### config.mk
export PLATFORM = sky130hd
export DESIGN_NAME = fetch_redirect
export DESIGN_NICKNAME = d
export VERILOG_FILES = /design/src/rtl/fetch_pkg.sv /design/src/rtl/fetch_redirect_stats.sv /design/src/rtl/fetch_redirect.sv
export SDC_FILE = /design/constraint.sdc
export NUM_CORES = 1
export LEC_CHECK = 0
export ABC_AREA = 1
export CAP_MARGIN = 15
export CORE_MARGIN = 2
export CORE_UTILIZATION = 30
export DETAILED_ROUTE_END_ITERATION = 12
export GPL_ROUTABILITY_DRIVEN = 0
export PLACE_DENSITY_LB_ADDON = 0.25
export RECOVER_POWER = 50
export SLEW_MARGIN = 20
export SYNTH_ARGS = -nofsm -noshare
export SYNTH_HDL_FRONTEND = slang
export SYNTH_SLANG_ARGS = --single-unit
### constraint.sdc
create_clock -name clk -period 1.6 [get_ports clk]
set_clock_uncertainty 0.05 [all_clocks]
set_input_delay 0.16 -clock clk [delete_from_list [all_inputs] [get_ports clk]]
set_output_delay 0.16 -clock clk [all_outputs]
set_load 0.05 [all_outputs]
### src/rtl/fetch_pkg.sv
// ---------------------------------------------------------------------------
// fetch_pkg
// Shared types and helpers for the fetch-redirect front end.
//   fetch_state_t : PC-generator FSM states (BOOT, RUN, FLUSH)
//   FLUSH_CNT_W   : width of the flush countdown counter
//   align_mask()  : mask that clears the intra-bundle offset bits of a PC
// ---------------------------------------------------------------------------
package fetch_pkg;

  typedef enum logic [1:0] {
    BOOT  = 2'd0,
    RUN   = 2'd1,
    FLUSH = 2'd2
  } fetch_state_t;

  localparam int FLUSH_CNT_W = 4;

  // Bundle size is a power of two, so (size - 1) covers exactly the offset bits.
  function automatic logic [31:0] align_mask(input int bundle_bytes);
    return ~(32'(bundle_bytes) - 32'd1);
  endfunction

endpackage

### src/rtl/fetch_redirect_stats.sv
// ---------------------------------------------------------------------------
// fetch_redirect_stats
// Saturating event counters for the fetch front end. Only instantiated when
// FETCH_REDIRECT_STATS_EN is defined.
// Ports:
//   clk, rst_n          : clock, asynchronous active-low reset
//   i_redirect          : an accepted redirect this cycle
//   i_stall_run         : a RUN-state cycle with stall asserted
//   o_redirect_count    : number of accepted redirects (saturating)
//   o_stall_count       : number of stalled RUN cycles (saturating)
// ---------------------------------------------------------------------------
module fetch_redirect_stats (
  input  logic        clk,
  input  logic        rst_n,
  input  logic        i_redirect,
  input  logic        i_stall_run,
  output logic [31:0] o_redirect_count,
  output logic [31:0] o_stall_count
);

  logic [31:0] r_redirect_count;
  logic [31:0] r_stall_count;

  always_ff @(posedge clk or negedge rst_n) begin
    if (!rst_n) begin
      r_redirect_count <= '0;
      r_stall_count    <= '0;
    end else begin
      if (i_redirect && (r_redirect_count != 32'hFFFF_FFFF))
        r_redirect_count <= r_redirect_count + 32'd1;
      if (i_stall_run && (r_stall_count != 32'hFFFF_FFFF))
        r_stall_count <= r_stall_count + 32'd1;
    end
  end

  assign o_redirect_count = r_redirect_count;
  assign o_stall_count    = r_stall_count;

endmodule

### src/rtl/fetch_redirect.sv
// ---------------------------------------------------------------------------
// fetch_redirect
// Program-counter generator and fetch-redirect controller. Issues sequential
// bundle addresses over a valid/ready handshake, redirects on taken branch
// resolutions, and drives a timed flush during which fetch is suppressed.
// All outputs are registered.
//
// Parameters:
//   RESET_PC     : first fetch address after reset
//   BUNDLE_BYTES : sequential increment (power of two, >= 4)
//   FLUSH_CYCLES : cycles flush stays high per redirect (1..15)
// Ports:
//   clk, rst_n            : clock, asynchronous active-low reset
//   br_valid/branch_taken : branch resolution present / taken
//   new_pc                : redirect target
//   stall                 : hazard stall, hold the PC
//   fetch_ready           : instruction memory accepts fetch_pc
//   fetch_valid, fetch_pc : fetch request
//   flush                 : kill younger in-flight instructions
//   misalign_err          : one-cycle pulse on a misaligned taken target
// Optional build macro FETCH_REDIRECT_STATS_EN adds redirect_count and
// stall_count (saturating 32-bit counters).
// ---------------------------------------------------------------------------
module fetch_redirect
  import fetch_pkg::*;
#(
  parameter logic [31:0] RESET_PC     = 32'h0000_0000,
  parameter int          BUNDLE_BYTES = 16,
  parameter int          FLUSH_CYCLES = 2
) (
  input  logic        clk,
  input  logic        rst_n,
  input  logic        br_valid,
  input  logic        branch_taken,
  input  logic [31:0] new_pc,
  input  logic        stall,
  input  logic        fetch_ready,
  output logic        fetch_valid,
  output logic [31:0] fetch_pc,
  output logic        flush,
  output logic        misalign_err
`ifdef FETCH_REDIRECT_STATS_EN
  ,
  output logic [31:0] redirect_count,
  output logic [31:0] stall_count
`endif
);

  localparam logic [31:0] PC_INC  = 32'(BUNDLE_BYTES);
  localparam logic [31:0] PC_MASK = align_mask(BUNDLE_BYTES);
  localparam logic [FLUSH_CNT_W-1:0] FLUSH_LOAD = FLUSH_CNT_W'(FLUSH_CYCLES);

  fetch_state_t           r_state;
  fetch_state_t           w_next_state;
  logic [31:0]            r_pc;
  logic [31:0]            w_pc_nxt;
  logic                   r_fetch_valid;
  logic                   w_valid_nxt;
  logic                   r_flush;
  logic                   w_flush_nxt;
  logic                   r_misalign;
  logic                   w_misalign_nxt;
  logic [FLUSH_CNT_W-1:0] r_cnt;
  logic [FLUSH_CNT_W-1:0] w_cnt_nxt;

  logic w_redirect;
  logic w_advance;
  logic w_flush_done;

  // Redirects are ignored while booting; otherwise they override everything.
  assign w_redirect   = br_valid && branch_taken && (r_state != BOOT);
  // Stall takes priority over the sequential advance.
  assign w_advance    = (r_state == RUN) && r_fetch_valid && fetch_ready && !stall;
  assign w_flush_done = (r_cnt <= FLUSH_CNT_W'(1));

  // State register
  always_ff @(posedge clk or negedge rst_n) begin
    if (!rst_n) r_state <= BOOT;
    else        r_state <= w_next_state;
  end

  // Next-state logic
  always_comb begin
    w_next_state = r_state;
    case (r_state)
      BOOT:    w_next_state = RUN;
      RUN:     w_next_state = w_redirect ? FLUSH : RUN;
      FLUSH:   w_next_state = w_redirect ? FLUSH : (w_flush_done ? RUN : FLUSH);
      default: w_next_state = BOOT;
    endcase
  end

  // Output logic: next values of the registered outputs and flush counter
  always_comb begin
    w_pc_nxt       = r_pc;
    w_valid_nxt    = 1'b0;
    w_flush_nxt    = 1'b0;
    w_misalign_nxt = 1'b0;
    w_cnt_nxt      = r_cnt;
    if (w_redirect) begin
      // A redirect in FLUSH retargets and restarts the countdown.
      w_pc_nxt       = new_pc & PC_MASK;
      w_misalign_nxt = |(new_pc & ~PC_MASK);
      w_cnt_nxt      = FLUSH_LOAD;
      w_flush_nxt    = 1'b1;
    end else begin
      case (r_state)
        BOOT: begin
          w_valid_nxt = !stall;
          w_cnt_nxt   = '0;
        end
        RUN: begin
          w_valid_nxt = !stall;
          if (w_advance) w_pc_nxt = r_pc + PC_INC;
        end
        FLUSH: begin
          // Stall is not consulted here; fetch resumes as soon as flush ends.
          w_cnt_nxt   = w_flush_done ? '0 : r_cnt - FLUSH_CNT_W'(1);
          w_flush_nxt = !w_flush_done;
          w_valid_nxt = w_flush_done;
        end
        default: begin
          w_valid_nxt = 1'b0;
        end
      endcase
    end
  end

  always_ff @(posedge clk or negedge rst_n) begin
    if (!rst_n) begin
      r_pc          <= RESET_PC;
      r_fetch_valid <= 1'b0;
      r_flush       <= 1'b0;
      r_misalign    <= 1'b0;
      r_cnt         <= '0;
    end else begin
      r_pc          <= w_pc_nxt;
      r_fetch_valid <= w_valid_nxt;
      r_flush       <= w_flush_nxt;
      r_misalign    <= w_misalign_nxt;
      r_cnt         <= w_cnt_nxt;
    end
  end

  assign fetch_pc     = r_pc;
  assign fetch_valid  = r_fetch_valid;
  assign flush        = r_flush;
  assign misalign_err = r_misalign;

`ifdef FETCH_REDIRECT_STATS_EN
  logic w_stall_run;
  assign w_stall_run = (r_state == RUN) && stall;

  fetch_redirect_stats u_stats (
    .clk              (clk),
    .rst_n            (rst_n),
    .i_redirect       (w_redirect),
    .i_stall_run      (w_stall_run),
    .o_redirect_count (redirect_count),
    .o_stall_count    (stall_count)
  );
`endif

endmodule

==> results.sh, run 1 <==
export IMPL_yosys_area_top_type="dfrtp_1"
export IMPL_synth_area_leaders="dfrtp_1 36%, nand2_1 18%, nor2_1 7.8%"
export IMPL_post_route_util_pct=45.4
export IMPL_hpwl_um=6050
export IMPL_synth_top_cell_area_share_pct=36.2
export IMPL_finalHoldViolations=0
export IMPL_core_area_mm2=0.00826
export IMPL_placed_cells=572
export IMPL_use_met3_pct=2.87
export IMPL_grt_ovfl_total=0
export IMPL_status="finished clean"
export IMPL_cts_max_path_buffers=2
export IMPL_first_iter_violations=161
export IMPL_yosysWarnings=0
export IMPL_async_reset_ff_share_pct=100
export IMPL_mostFrequentLayoutCell="nand2_1"
export IMPL_io_buffers=68
export IMPL_most_common_layout_cells="121 x nand2_1, 50 x buf_4, 43 x inv_1, 42 x nor2_1, 36 x clkdlybuf4s50_1"
export IMPL_post_route_cell_area_mm2=0.00375
export IMPL_vias_per_cell=4.70
export IMPL_die_y_um=96.4
export IMPL_synth_ff_type="dfrtp_1"
export IMPL_powerDensity_mw_per_mm2=1500
export IMPL_pre_cts_ws_ns=-0.130
export IMPL_finalCritPeriodShare_pct=95.7
export IMPL_min_period_ns=1.53
export IMPL_grt_pass1_wl_um=12300
export IMPL_grt_busiest_layer="met2"
export IMPL_crit_path_max_fanout=5
export IMPL_whs_ns=0.299
export IMPL_drc_errors=0
export IMPL_gr_usage_met1_pct=24.9
export IMPL_rows=33
export IMPL_drv_cap=0
export IMPL_initial_core_util_pct=31.0
export IMPL_ys_ff_latch=37
export IMPL_insertion_delay_ns=0.31
export IMPL_use_met2_pct=26.8
export IMPL_drive_gt1_share_pct=25.5
export IMPL_grt_pass1_vias=2522
export IMPL_yosys_cell_types_count=34
export IMPL_setup_viol=0
export IMPL_synth_edf_count=0
export IMPL_syn_area_mm2=0.00256
export IMPL_tritoncts="done"
export IMPL_antenna_cells=0
export IMPL_p_leak_nw=1.77
export IMPL_htreeDepth=2
export IMPL_final_setup_worst_slack_ns=0.0683
export IMPL_vias=2782
export IMPL_worst_pin_slew_ns=0.596
export IMPL_area_growth_pct=46.4
export IMPL_clkTransAtPathRegs_ns=0.09
export IMPL_layout_nets=527
export IMPL_relSlewSlack_pct=60.4
export IMPL_critPathCaptureType="flip-flop"
export IMPL_wl_um=7710
export IMPL_worst_ir_drop_vdd_v=0.000968
export IMPL_hold_class="input pin to async pin"
export IMPL_worstSetupPathType="flip-flop to flip-flop"
export IMPL_dr_pass1_iters=4
export IMPL_syn_inst=386
export IMPL_numCtsBuffers=5
export IMPL_synth_avg_cell_area_um2=6.63
export IMPL_fill_cells=865
export IMPL_crit_arrival_ns=1.68
export IMPL_die_w_um=96.4
export IMPL_antenna_found_initial=0
export IMPL_antenna_left=0
export IMPL_yosysSeqAreaShare_pct=36.2
export IMPL_grt_usage_pct=17.5
export IMPL_fmax_mhz=653
export IMPL_root_buffer="clkbuf_8"
export IMPL_grt_max_degree=22
export IMPL_die_area_mm2=0.00929
export IMPL_final_cells=592
export IMPL_cts_sinks=37
export IMPL_rsz0062_at_grt="yes"
export IMPL_io_pins=73
export IMPL_start_kind="flip-flop"
export IMPL_wl_per_cell_um=13.0
export IMPL_placed_area_mm2=0.00351
export IMPL_required_ns=1.75
export IMPL_drv_slew=0
[sequential cells by signal, summed over array words and instances (netlist names)]
name,count
flush,1
r_cnt,4
misalign_err,1
fetch_pc,28
fetch_valid,1
r_state,2
[critical path, stage by stage, from the launching register on]
cell and delay [ns]:
dfrtp_2 0.41, ha_4 0.16, nand2_4 0.06, nor2_4 0.16
nand2_2 0.11, nor2_4 0.18, nand2_1 0.07, nand2_1 0.08
nand3_2 0.06, nand2_1 0.05, nand2_1 0.04
[worst paths after layout]
kind | from | to | slack, ns | cells past startpoint
max in group asynchronous | rst_n | fetch_pc[20] | 0.31 | 3
hold / removal | rst_n | r_cnt[0] | 0.30 | 2
setup / recovery | fetch_pc[4] | fetch_pc[30] | 0.07 | 10
min in group clk | new_pc[5] | fetch_pc[5] | 0.39 | 3
hold reg to reg | r_state[1] | r_state[0] | 0.50 | 1
setup reg to reg | fetch_pc[4] | fetch_pc[30] | 0.07 | 10
[per-layer routing]
| metal | vias to the layer above | part of all wire [%] |
|---|---|---|
| li1 | 1422 | - |
| met1 | 1282 | 48 |
| met2 | 64 | 46 |
| met3 | 14 | 4.2 |
| met4 | 0 | 1.9 |
| met5 | - | 0 |
[Yosys cell counts (2+ instances only)]
cell      count
nor2_4        3
nand3_1      32
buf_6         4
a21oi_1      10
nand4_1       4
nand2_2       2
inv_1        44
o21ai_0      11
buf_4         5
nor2_1       53
buf_2         4
ha_1          3
o22ai_1       5
dfrtp_1      37
nor2_2        5
nor3_1       10
o21ai_1       4
xor2_1        5
o21bai_1      2
inv_2         2
a211oi_1      3
nand2_1     126
[cells by family after synthesis]
family	count (synthesis)	share of synthesized area (%)
AND/OR/NAND/NOR	238	39.8
AO/OA/AOI/OAI	42	9.73
XOR/XNOR	5	1.71
other	1	0.146
adder cells (fa/ha/maj)	3	1.47
buffers and inverters	60	11.0
flip-flops	37	36.2
[metrics by stage]
step                      setup TNS (ns)  total power, mW
after floorplan                        0             3.61
after global placement             -1.39             4.73
after detailed placement           -1.92             4.76
after CTS                              0             5.51
after global routing              -0.174             6.01
final                                  0             5.61
[final cells by class]
type                    count  area [um2]  share of cell area, %
clock buffers               5        68.8                   1.84
clock inverters             3        25.0                  0.668
inverters                  47         189                   5.04
repair buffers            103         917                   24.5
flip-flops and latches     37         950                   25.3
multi-input cells         292        1470                   39.1
well taps                 105         131                   3.51
[where the power goes]
group | switching [mW] | total (mW) | internal [mW]
clock | 0.409 | 0.727 | 0.318
combinational | 2.10 | 3.26 | 1.16
sequential | 0.368 | 1.62 | 1.26
[timing repair]
action / CTS / global route
endpoints found under the hold margin: 19 / 0
setup endpoints to repair: 4 / 24
gates resized for setup: 2 / 27
setup buffers: 0 / 11
pin swaps: 0 / 8
hold buffers: 1 / 0
(Power assumes the default switching activity.)
==> inputs of run 2 (changes only) <==
--- a/config.mk
+++ b/config.mk
@@ -7,7 +7,6 @@
 export LEC_CHECK = 0
 export ABC_AREA = 1
 export CAP_MARGIN = 15
-export CORE_MARGIN = 2
 export CORE_UTILIZATION = 30
 export DETAILED_ROUTE_END_ITERATION = 12
 export GPL_ROUTABILITY_DRIVEN = 0
==> run 2 against run 1 <==
Against the previous run:
- global-route usage rose by 0.71 points
- final area barely moved
- register-to-register slack barely moved
- critical endpoint is now fetch_pc[24]
- largest cell class unchanged
==> results.sh, run 2 (synthesized netlist as in run 1, its figures left out) <==
export IMPL_insertion_delay_ns=0.29
export IMPL_worst_ir_drop_vdd_v=0.000701
export IMPL_hpwl_um=5950
export IMPL_drv_cap=0
export IMPL_hold_depth=3
export IMPL_first_iter_violations=126
export IMPL_min_period_ns=1.53
export IMPL_relSlewSlack_pct=34.0
export IMPL_pre_cts_ws_ns=-0.105
export IMPL_final_cells=593
export IMPL_finalHoldViolations=0
export IMPL_holdPathEnd="fetch_pc[5]"
export IMPL_most_common_layout_cells="120 x nand2_1, 50 x buf_4, 43 x inv_1, 41 x nor2_1, 36 x clkdlybuf4s50_1"
export IMPL_placed_cells=573
export IMPL_r2r_end="fetch_pc[24]"
export IMPL_antenna_left=0
export IMPL_layout_nets=528
export IMPL_drc_errors=0
export IMPL_finalCritPeriodShare_pct=95.7
export IMPL_cts_sinks=37
export IMPL_io_pins=73
export IMPL_die_y_um=94.4
export IMPL_grt_pass1_vias=2603
export IMPL_rows=33
export IMPL_placed_area_mm2=0.00349
export IMPL_die_area_mm2=0.00891
export IMPL_hold_class="input pin to flip-flop"
export IMPL_required_ns=1.74
export IMPL_grt_pass1_wl_um=12700
export IMPL_setup_tns_ns=0
export IMPL_rrSetupSlack_ns=0.07
export IMPL_clkTransAtPathRegs_ns=0.08
export IMPL_start_kind="flip-flop"
export IMPL_critPathCaptureType="flip-flop"
export IMPL_crit_path_max_fanout=6
export IMPL_cts_max_path_buffers=2
export IMPL_wl_per_cell_um=13.0
export IMPL_vias_per_cell=4.71
export IMPL_final_setup_worst_slack_ns=0.0685
export IMPL_root_buffer="clkbuf_8"
export IMPL_r2r_start="fetch_pc[4]"
export IMPL_fmax_mhz=653
export IMPL_crit_arrival_ns=1.67
export IMPL_htreeDepth=2
export IMPL_antenna_cells=0
export IMPL_area_growth_pct=46.4
export IMPL_largest_reg_flops=28
export IMPL_setup_viol=0
export IMPL_vias=2794
export IMPL_dr_pass1_iters=4
export IMPL_core_area_mm2=0.00822
export IMPL_initial_core_util_pct=31.2
export IMPL_worst_pin_slew_ns=0.989
export IMPL_power_total_mw=5.61
export IMPL_post_route_cell_area_mm2=0.00375
export IMPL_post_route_util_pct=45.6
export IMPL_numCtsBuffers=5
export IMPL_rsz0062_at_grt="yes"
export IMPL_drv_slew=0
export IMPL_grt_ovfl_total=0
export IMPL_p_leak_nw=1.75
export IMPL_whs_ns=0.383
export IMPL_antenna_found_initial=0
export IMPL_mostFrequentLayoutCell="nand2_1"
export IMPL_worstHoldStart="new_pc[5]"
export IMPL_io_buffers=68
export IMPL_worstSetupPathType="flip-flop to flip-flop"
export IMPL_reg2reg_depth=10
export IMPL_status="finished clean"
export IMPL_drive_gt1_share_pct=25.4
export IMPL_powerDensity_mw_per_mm2=1500
export IMPL_tritoncts="done"
export IMPL_wl_um=7690
export IMPL_grt_max_degree=38
export IMPL_die_w_um=94.4
export IMPL_grt_usage_pct=18.2
## run 2: changes by cell type in the layout (fill, tap and decap cells not counted), sizes merged
| cell | change |
|---|---|
| clkinvlp | -1 |
| clkbuf | +1 |
| inv | -2 |
| clkinv | +3 |
## run 2: power breakdown
part           total [mW]  internal, mW  switching (mW)
Combinational        3.25          1.17            2.09
Sequential           1.66          1.26           0.405
Clock               0.693         0.310           0.383
Total                5.61          2.73            2.88
## run 2: worst max-delay path by stage
stage,cells after the start,end,start,slack [ns]
floorplan,9,fetch_pc[30],fetch_pc[23],0.003
global placement,9,fetch_pc[19],br_valid,-0.07
detailed placement,9,fetch_pc[19],br_valid,-0.10
CTS,10,fetch_pc[24],fetch_pc[5],0.02
global route,10,fetch_pc[26],fetch_pc[4],-0.09
finish,10,fetch_pc[24],fetch_pc[4],0.07
## run 2: worst max-delay path, cell delays in order (launching register included)
cell	delay (ns)
dfrtp_2	0.41
ha_4	0.16
nand2_4	0.06
nor2_4	0.16
nand2_4	0.08
nor2_4	0.19
nand2_1	0.07
nand2_1	0.06
nand3_1	0.07
nand2_1	0.07
nand2_1	0.05
## run 2: cell type report
cell class / count / area, um2
inverter: 47 / 184
clock inverter: 3 / 22.5
fill: 883 / 4470
clock buffer: 5 / 68.8
multi-input combinational: 292 / 1480
timing repair buffer: 104 / 910
tap: 105 / 131
sequential: 37 / 951
## run 2: repair_timing
action                                 in CTS  in global routing
gates cloned                                0                  0
endpoints found under the hold margin      37                  0
buffers inserted                            0                 11
gates resized for setup                     1                 28
hold buffers                                1                  0
pin swaps                                   0                 12
setup endpoints to repair                   1                 24
## run 2: per-layer routing
metal	global-route usage, %	part of all wire, %
met5	0	0
met4	5.26	1.0
met3	2.50	4.4
met2	29.8	47
met1	24.8	47
==> inputs of run 3 (changes only) <==
--- a/config.mk
+++ b/config.mk
@@ -8,6 +8,7 @@
 export ABC_AREA = 1
 export CAP_MARGIN = 15
 export CORE_UTILIZATION = 30
+export CTS_CLUSTER_DIAMETER = 120
 export DETAILED_ROUTE_END_ITERATION = 12
 export GPL_ROUTABILITY_DRIVEN = 0
 export PLACE_DENSITY_LB_ADDON = 0.25
==> results of run 3 <==
Same layout as run 2: the final DEF is identical, and so are final timing and power.
